<file path="config.mk">
export PLATFORM = sky130hd
export DESIGN_NAME = clock_op_sequencer
export DESIGN_NICKNAME = d
export VERILOG_FILES = /design/src/rtl/clock_op_sequencer_pkg.sv /design/src/rtl/clock_op_sequencer_btn_debounce.sv /design/src/rtl/clock_op_sequencer.sv
export SDC_FILE = /design/constraint.sdc
export NUM_CORES = 1
export LEC_CHECK = 0
export CAP_MARGIN = 20
export CORE_ASPECT_RATIO = 2
export CORE_MARGIN = 5
export CORE_UTILIZATION = 60
export CTS_BUF_LIST = sky130_fd_sc_hd__clkbuf_16
export DETAILED_ROUTE_END_ITERATION = 7
export GPL_ROUTABILITY_DRIVEN = 0
export HOLD_SLACK_MARGIN = 0.15
export PLACE_DENSITY = 0.78
export RECOVER_POWER = 50
export SLEW_MARGIN = 20
export SYNTH_ARGS = -nofsm -noshare
export SYNTH_HDL_FRONTEND = slang
export SYNTH_HIERARCHICAL = 1
export SYNTH_SLANG_ARGS = --single-unit
</file>
<file path="constraint.sdc">
create_clock -name clk -period 2.45 [get_ports clk]
set_input_delay 0.49 -clock clk [delete_from_list [all_inputs] [get_ports clk]]
set_output_delay 0.49 -clock clk [all_outputs]
set_load 0.05 [all_outputs]
</file>
<file path="src/rtl/clock_op_sequencer_pkg.sv">
`default_nettype none
// clock_op_sequencer_pkg: op encodings, FSM states and request arbitration helpers (rev 1.0)
package clock_op_sequencer_pkg;

  typedef enum logic [1:0] {
    S_IDLE    = 2'd0,
    S_ISSUE   = 2'd1,
    S_HOLDOFF = 2'd2
  } state_t;

  localparam logic [1:0] OP_NONE  = 2'b00;
  localparam logic [1:0] OP_MADD  = 2'b10;
  localparam logic [1:0] OP_STO0  = 2'b01;
  localparam logic [1:0] OP_RESET = 2'b11;

  localparam int unsigned REQ_MADD  = 0;
  localparam int unsigned REQ_STO0  = 1;
  localparam int unsigned REQ_RESET = 2;

  // Fixed priority: clear-time beats seconds-to-zero beats minute-add.
  function automatic logic [1:0] arbitrate(input logic [2:0] req);
    logic [1:0] op;
    op = OP_NONE;
    if (req[REQ_RESET])     op = OP_RESET;
    else if (req[REQ_STO0]) op = OP_STO0;
    else if (req[REQ_MADD]) op = OP_MADD;
    return op;
  endfunction

  // A completed clear-time makes any queued sto0/madd request redundant.
  function automatic logic [2:0] clear_mask(input logic [1:0] op);
    logic [2:0] mask;
    mask = 3'b000;
    case (op)
      OP_RESET: mask = 3'b111;
      OP_STO0:  mask = 3'b010;
      OP_MADD:  mask = 3'b001;
      default:  mask = 3'b000;
    endcase
    return mask;
  endfunction

endpackage
`default_nettype wire

</file>
<file path="src/rtl/clock_op_sequencer_btn_debounce.sv">
`default_nettype none
// clock_op_sequencer_btn_debounce: 2-FF synchroniser, stability debounce and rising-edge pulse (rev 1.0)
module clock_op_sequencer_btn_debounce #(
  parameter int unsigned DEBOUNCE_CYCLES = 500000
) (
  input  logic clk,
  input  logic rst,
  input  logic btn,
  output logic rise
);

  localparam int unsigned CW = $clog2(DEBOUNCE_CYCLES + 1);

  logic          sync1;
  logic          sync2;
  logic          level;
  logic          level_d;
  logic [CW-1:0] cnt;

  // The counter only runs while the synchronised input disagrees with the accepted level.
  always_ff @(posedge clk or posedge rst) begin
    if (rst) begin
      sync1   <= 1'b0;
      sync2   <= 1'b0;
      level   <= 1'b0;
      level_d <= 1'b0;
      cnt     <= '0;
    end else begin
      sync1   <= btn;
      sync2   <= sync1;
      level_d <= level;
      if (sync2 == level) begin
        cnt <= '0;
      end else if (cnt == CW'(DEBOUNCE_CYCLES - 1)) begin
        level <= sync2;
        cnt   <= '0;
      end else begin
        cnt <= cnt + 1'b1;
      end
    end
  end

  assign rise = level & ~level_d;

endmodule
`default_nettype wire

</file>
<file path="src/rtl/clock_op_sequencer.sv">
`default_nettype none
// clock_op_sequencer: debounced button requests arbitrated into one-at-a-time counter ops,
// plus the seconds-tick prescaler that re-phases on seconds-zero / clear (rev 1.0)
module clock_op_sequencer #(
  parameter int unsigned DEBOUNCE_CYCLES = 500000,
  parameter int unsigned TICK_DIV        = 50000000,
  parameter int unsigned HOLDOFF_CYCLES  = 4
) (
  input  logic       clk,
  input  logic       rst,
  input  logic       btn_madd,
  input  logic       btn_sto0,
  input  logic       btn_reset,
  input  logic       op_ack,
  output logic       op_valid,
  output logic [1:0] op_code,
  output logic       sec_tick,
  output logic       busy
);

  import clock_op_sequencer_pkg::*;

  localparam int unsigned PW = $clog2(TICK_DIV);
  localparam int unsigned HW = $clog2(HOLDOFF_CYCLES + 1);

  logic [2:0]    btn_raw;
  logic [2:0]    rise;
  logic [2:0]    pending;
  logic [2:0]    pending_nxt;
  logic [2:0]    clear;
  state_t        state;
  state_t        state_nxt;
  logic          op_valid_nxt;
  logic [1:0]    op_code_nxt;
  logic [HW-1:0] hold_cnt;
  logic [HW-1:0] hold_cnt_nxt;
  logic [PW-1:0] pre_cnt;
  logic          restart;

  assign btn_raw = {btn_reset, btn_sto0, btn_madd};

  generate
    for (genvar i = 0; i < 3; i++) begin : g_btn
      clock_op_sequencer_btn_debounce #(
        .DEBOUNCE_CYCLES(DEBOUNCE_CYCLES)
      ) u_debounce (
        .clk  (clk),
        .rst  (rst),
        .btn  (btn_raw[i]),
        .rise (rise[i])
      );
    end
  endgenerate

  always_comb begin
    state_nxt    = state;
    op_valid_nxt = op_valid;
    op_code_nxt  = op_code;
    hold_cnt_nxt = hold_cnt;
    clear        = 3'b000;
    case (state)
      S_IDLE: begin
        if (|pending) begin
          state_nxt    = S_ISSUE;
          op_valid_nxt = 1'b1;
          op_code_nxt  = arbitrate(pending);
        end
      end
      S_ISSUE: begin
        if (op_ack) begin
          clear        = clear_mask(op_code);
          state_nxt    = S_HOLDOFF;
          op_valid_nxt = 1'b0;
          op_code_nxt  = OP_NONE;
          hold_cnt_nxt = '0;
        end
      end
      S_HOLDOFF: begin
        if (hold_cnt == HW'(HOLDOFF_CYCLES - 1)) begin
          state_nxt    = S_IDLE;
          hold_cnt_nxt = '0;
        end else begin
          hold_cnt_nxt = hold_cnt + 1'b1;
        end
      end
      default: begin
        state_nxt    = S_IDLE;
        op_valid_nxt = 1'b0;
        op_code_nxt  = OP_NONE;
        hold_cnt_nxt = '0;
      end
    endcase
  end

  // Clear before set so a press landing on its own ack cycle is kept.
  assign pending_nxt = (pending & ~clear) | rise;

  assign restart  = (state == S_ISSUE) && op_ack && ((op_code == OP_STO0) || (op_code == OP_RESET));
  assign sec_tick = (pre_cnt == PW'(TICK_DIV - 1)) && !restart;
  assign busy     = (|pending) || (state != S_IDLE);

  always_ff @(posedge clk or posedge rst) begin
    if (rst) begin
      state    <= S_IDLE;
      op_valid <= 1'b0;
      op_code  <= OP_NONE;
      hold_cnt <= '0;
      pending  <= 3'b000;
      pre_cnt  <= '0;
    end else begin
      state    <= state_nxt;
      op_valid <= op_valid_nxt;
      op_code  <= op_code_nxt;
      hold_cnt <= hold_cnt_nxt;
      pending  <= pending_nxt;
      if (restart || (pre_cnt == PW'(TICK_DIV - 1))) begin
        pre_cnt <= '0;
      end else begin
        pre_cnt <= pre_cnt + 1'b1;
      end
    end
  end

endmodule
`default_nettype wire

</file>
After elaboration in Yosys (flattened, before gate mapping)
Index checks and enable logic that the tools add are counted.
Word-level totals
  input port bits: 6
  bits in registers: 106
  word-level logic and storage cells: 98
Operators by class
  equal/unequal tests: 16
  reduce and logical (&&, ||, !) cells: 16
  bitwise logic cells: 14
  add/sub/neg operators: 5
  muxes and demuxes: 26
Operators by type and width (number)
  19-bit two-way mux: 6
  19-bit by 1-bit adder with 19-bit output (second input constant): 3
  19-bit == test (second input constant): 3
  26-bit by 1-bit adder with 26-bit output (second input constant): 1
  26-bit == test (second input constant): 1
  26-bit two-way mux: 1
  3-bit case mux with 3 select lines: 2
  2-bit two-way mux: 8
  3-bit two-way mux: 4
  2-bit case mux with 3 select lines: 2
  1-bit inverter: 8
  2-bit AND reduction: 4
  2-bit == test (second input constant): 3
  2-bit != test (second input constant): 3
  3-bit AND reduction: 2
  2-bit by 1-bit == test with 1-bit output (second input constant): 2
  3-bit by 1-bit adder with 3-bit output (second input constant): 1
  1-bit AND: 3
  3-bit AND: 1
  1-bit == test: 3
  3-bit by 2-bit == test with 1-bit output (second input constant): 1
  1-bit logical AND: 3
  1-bit logical OR: 3
  3-bit inverter: 1
  7 further kinds: 8

Longest topological paths before layout
  depth in word-level cells: 7
  gate-level depth with buffers: 7
  mapped depth without buffers: 5

Hierarchy
Netlist, hierarchy kept.
By module, submodules not included
  clock_op_sequencer_btn_debounce: instances 3, cells each 105, area an instance 1122.3 µm²
  clock_op_sequencer: instances 1, cells each 196, area an instance 1883.1 µm²

Worst setup path before layout
Ideal clock, no wire load.
  path type: register to output
  start point: reg pre_cnt[0]
  end point: out sec_tick
  required time: 1.960 ns
  setup slack: -0.361 ns
  buffers on the path: 0
  stages on the path, launching flop included: 5
  data arrival time: 2.321 ns
  path through: dfrtp_1 ha_1 nand4_1 or4_1 nor3b_1
On the way
  longest elaborated chain between the ends: 2
Ends and longest elaborated chain
  start: declaration: line clock_op_sequencer.sv:37  | logic [PW-1:0] pre_cnt;
  start signal: assignment: line clock_op_sequencer.sv:119  | pre_cnt <= pre_cnt + 1'b1;
  26-bit == test: line clock_op_sequencer.sv:99  | assign sec_tick = (pre_cnt == PW'(TICK_DIV - 1)) && !restart;
  1-bit logical AND: line clock_op_sequencer.sv:99
  end: declaration: line clock_op_sequencer.sv:17  | output logic sec_tick,
No other way between the ends.

Final worst setup path
  start point: reg pre_cnt[1]
  end point: out sec_tick
Same word-level chain as after synthesis.

==> flow_metrics.py <==
metrics = {
    "timing": {
        "slew_headroom_pct": 18.8,
        "min_period_ns": 2.45,
        "setup_slack_ns": -0.00317,
        "rsz0062_at_grt": "true",
        "fin_crit_sh_pct": 100,
        "fin_tns_setup_ns": -0.00317,
        "drv_slew": 0,
        "hold_violations": 0,
        "fin_skew_ns": 0.00926,
        "fmax_mhz": 408,
        "setup_violations": 1,
        "worstMarginPinSlew_ns": 1.22,
    },
    "cells_and_area": {
        "area_delta_synth_final_pct": 8.79,
        "diodes": 0,
        "fin_area_um2": 5710,
        "nets": 536,
        "n_fill_cell": 677,
        "drive_gt1_share_pct": 7.75,
    },
    "route": {
        "vias": 3944,
        "drc": 0,
        "wl_per_cell_um": 16.8,
        "drt_iter0_markers": 195,
        "drt_pass1_iterations": 5,
        "drt-vias-per-instance": 6.27,
        "ant_nets": 0,
        "drt_wl_total_mm": 10.6,
    },
    "synth": {
        "synth.cell_area_um2": 5250,
        "yosysWarnings": 6,
        "ys_seq_area_share_pct": 50.5,
        "syn_inst": 511,
        "syn_area_per_cell_um2": 10.3,
        "synth_edf_count": 0,
        "synth-async-reset-ratio_pct": 100,
        "synth.top_cell.area_share_pct": 50.5,
        "yosys.area.top_type": "dfrtp_1",
        "synth_top_flop_cell": "dfrtp_1",
        "synth_seq_cells": 106,
        "yosysUniqueCellTypes": 49,
        "syn_nets": 523,
        "synth_area_leaders": "dfrtp_1, nor2_1, xor2_1, xnor2_1, nand3_1",
    },
    "power_and_ir_drop": {
        "pwr-share-seq_pct": 54.1,
        "p_leak_uw": 0.00240,
        "p_sw_uw": 709,
        "ir_worst_vdd_uv": 437,
        "power_density_nw_per_um2": 576,
        "p_int_uw": 2580,
        "p_clk_share_pct": 43.4,
        "combinationalPowerShare_pct": 2.5,
        "swShare_pct": 21.6,
    },
    "clock_tree": {
        "tritoncts": "done",
        "cts_sinks": 106,
        "cts_buffers": 9,
        "cts_buffer_depth": 2,
        "cts-root-buf": "clkbuf_16",
        "clkLatencyLatePin_ns": 0.35,
        "clk_pin_slew_worst_paths_ns": 0.07,
        "htree_levels": 3,
    },
    "critical_path": {
        "r2r_setup_slack_ns": 0.31,
        "cp_data_arrival_time_ns": 1.96,
        "end_kind": "output port",
        "cp_data_required_time_ns": 1.96,
        "crit_path_start_kind": "flop",
        "crit_fanout": 3,
        "rr_startpoint": "pre_cnt[8]$_DFF_PP0_",
        "worstSetupPathType": "flop to output port",
        "crit_start": "pre_cnt[1]$_DFF_PP0_",
    },
    "global_routing": {
        "antenna_found_initial": 0,
        "track_usage_pct": 19.8,
        "grt_max_degree": 38,
        "grt_pass1_wl_mm": 17.6,
        "grt_pass1_vias": 3852,
        "grt.overflow.total": 0,
    },
    "die": {
        "dieArea_um2": 10800,
        "core_area_um2": 8590,
        "dieHeight_um": 142,
        "start_util_pct": 61.1,
        "ios": 11,
        "num_rows": 48,
        "die_x_um": 76.1,
    },
    "worst_hold_path": {
        "min_path_type": "flop to flop",
        "hold_start": "g_btn[2].u_debounce/sync1$_DFF_PP0_",
    },
    "place": {
        "place_area_um2": 5400,
        "hpwlAfterDp_mm": 7.52,
        "port_buffers": 10,
    },
    "flow_run": {
        "drv_cap": 0,
    },
    "outcome": {
        "status": "finished with violations",
        "violations": "negative setup slack",
    },
}
## power groups by stage
stage	registers [uW]	clock network, uW	logic (uW)
detailed placement	1810	0	89.2
global route	1780	1530	97.4
CTS	1780	1460	90.0
global placement	1810	0	87.0
finish	1780	1430	82.0
floorplan	1810	0	73.2
## per-stage QoR
stage / instances / setup slack [ns] / total power [uW] / hold WS (ns) / utilization [%]
floorplan: 511 / 0.117 / 1880 / 0.331 / -
global placement: 611 / 0.249 / 1900 / 0.337 / 62.9
detailed placement: 611 / 0.221 / 1900 / 0.337 / 62.9
CTS: 629 / -0.0294 / 3330 / 0.352 / 66.6
global route: 629 / -0.0848 / 3410 / 0.354 / 66.5
finish: 629 / -0.00317 / 3290 / 0.349 / 66.5
## state kept, by name, indices dropped and copies added, names as in the netlist
name                      cells
g_btn.u_debounce/level        3
state                         2
op_valid                      1
op_code                       2
g_btn.u_debounce/sync1        3
g_btn.u_debounce/sync2        3
pending                       3
g_btn.u_debounce/level_d      3
pre_cnt                      26
g_btn.u_debounce/cnt         57
hold_cnt                      3
## worst max-delay path, cell delays in order, from the launching register on
cell     delay (ns)
dfrtp_1        0.36
ha_2           0.19
nand4_1        0.15
or4_4          0.53
nor3b_4        0.22
buf_12         0.16
## layout by cell type, fill, tap and decap left out, types with 2 or more instances in the layout
master and instances:
o31ai_1 9, a21bo_1 3, or2_1 3, nor2_1 70, ha_1 5, and4_1 7, dlygate4sd3_1 4, or4_1 12
o21ai_0 14, buf_4 6, nor3_1 9, nand4_1 20, and2_1 3, xor2_1 30, or4b_1 6, nand2_1 31
o41ai_1 3, clkinvlp_4 2, clkbuf_1 3, and4_2 3, clkbuf_16 9, nor3_2 3, xnor2_1 28, o21bai_1 2
clkdlybuf4s50_1 5, and3_1 12, a21oi_1 20, mux2_4 3, nor4_1 9, dfrtp_1 106, a21o_1 3, inv_6 2
nor2b_1 4, or4_4 4, inv_1 12, or3_1 8, nand3_1 32, nand4b_1 7
## routing by layer
metal  GRT usage (%)  up-vias  part of all wire [%]  wire [um]
met4            9.68        0                   2.6        277
met2            37.3       90                    57       6050
met1            20.8     1968                    37       3880
li1                -     1861                     -          -
met5               0        -                     0          0
met3            3.55       25                   3.3        347
## Yosys cell counts (2+ instances only)
master	number
and4_2	3
and4_1	7
a21o_1	3
and3_1	12
nor3_1	9
and2_1	3
buf_2	4
or4b_1	6
buf_12	3
a21oi_1	20
dfrtp_1	106
o31ai_1	9
o21bai_1	2
clkbuf_1	5
or3_1	8
xnor2_1	28
nor3_2	3
nand4_1	20
nand4b_1	7
or4_4	3
nor4_1	9
o21ai_0	14
mux2_4	3
buf_6	3
nor2b_1	4
inv_1	10
or2_1	3
or4_1	13
xor2_1	30
ha_1	6
a21bo_1	3
o41ai_1	3
nand2_1	31
clkbuf_2	3
nor2_1	70
nand3_1	32
## final timing paths
check                                                         to  cells past startpoint
min                          g_btn[2].u_debounce/sync2$_DFF_PP0_                      0
max reg2reg                                pre_cnt[17]$_DFF_PP0_                      4
min in group asynchronous                hold_cnt[2]$_DFFE_PP0P_                      3
max                                                     sec_tick                      5
max in group asynchronous  g_btn[1].u_debounce/cnt[17]$_DFF_PP0_                      3
min reg2reg                  g_btn[2].u_debounce/sync2$_DFF_PP0_                      0
## cells by family after synthesis
logic type	after synthesis	synth area share, %
AOI/OAI and AO/OA	60	7.20
xor gates and xnor gates	58	9.68
adders and majority gates	6	1.43
buffers and inverters	28	3.53
DFF	106	50.5
muxes	5	1.26
and+or+nand+nor	248	26.4
## cell type report
type | count | area, um^2 | area share, %
clock buffer | 9 | 225 | 3.94
clock inverter | 7 | 70.1 | 1.23
inverter | 10 | 37.5 | 0.657
multi-input combinational | 377 | 2430 | 42.5
sequential | 106 | 2650 | 46.4
tap | 100 | 125 | 2.19
timing repair buffer | 20 | 171 | 3.00
## repair_timing
| item | 4_1_cts | 5_1_grt |
|---|---|---|
| setup buffers | 2 | 0 |
| hold buffers | 0 | 0 |
| resized for setup | 2 | 1 |
| gates cloned | 0 | 0 |
| pin swaps | 1 | 1 |
| setup endpoints to repair | 1 | 1 |
Power figures use the tool's default switching activity.
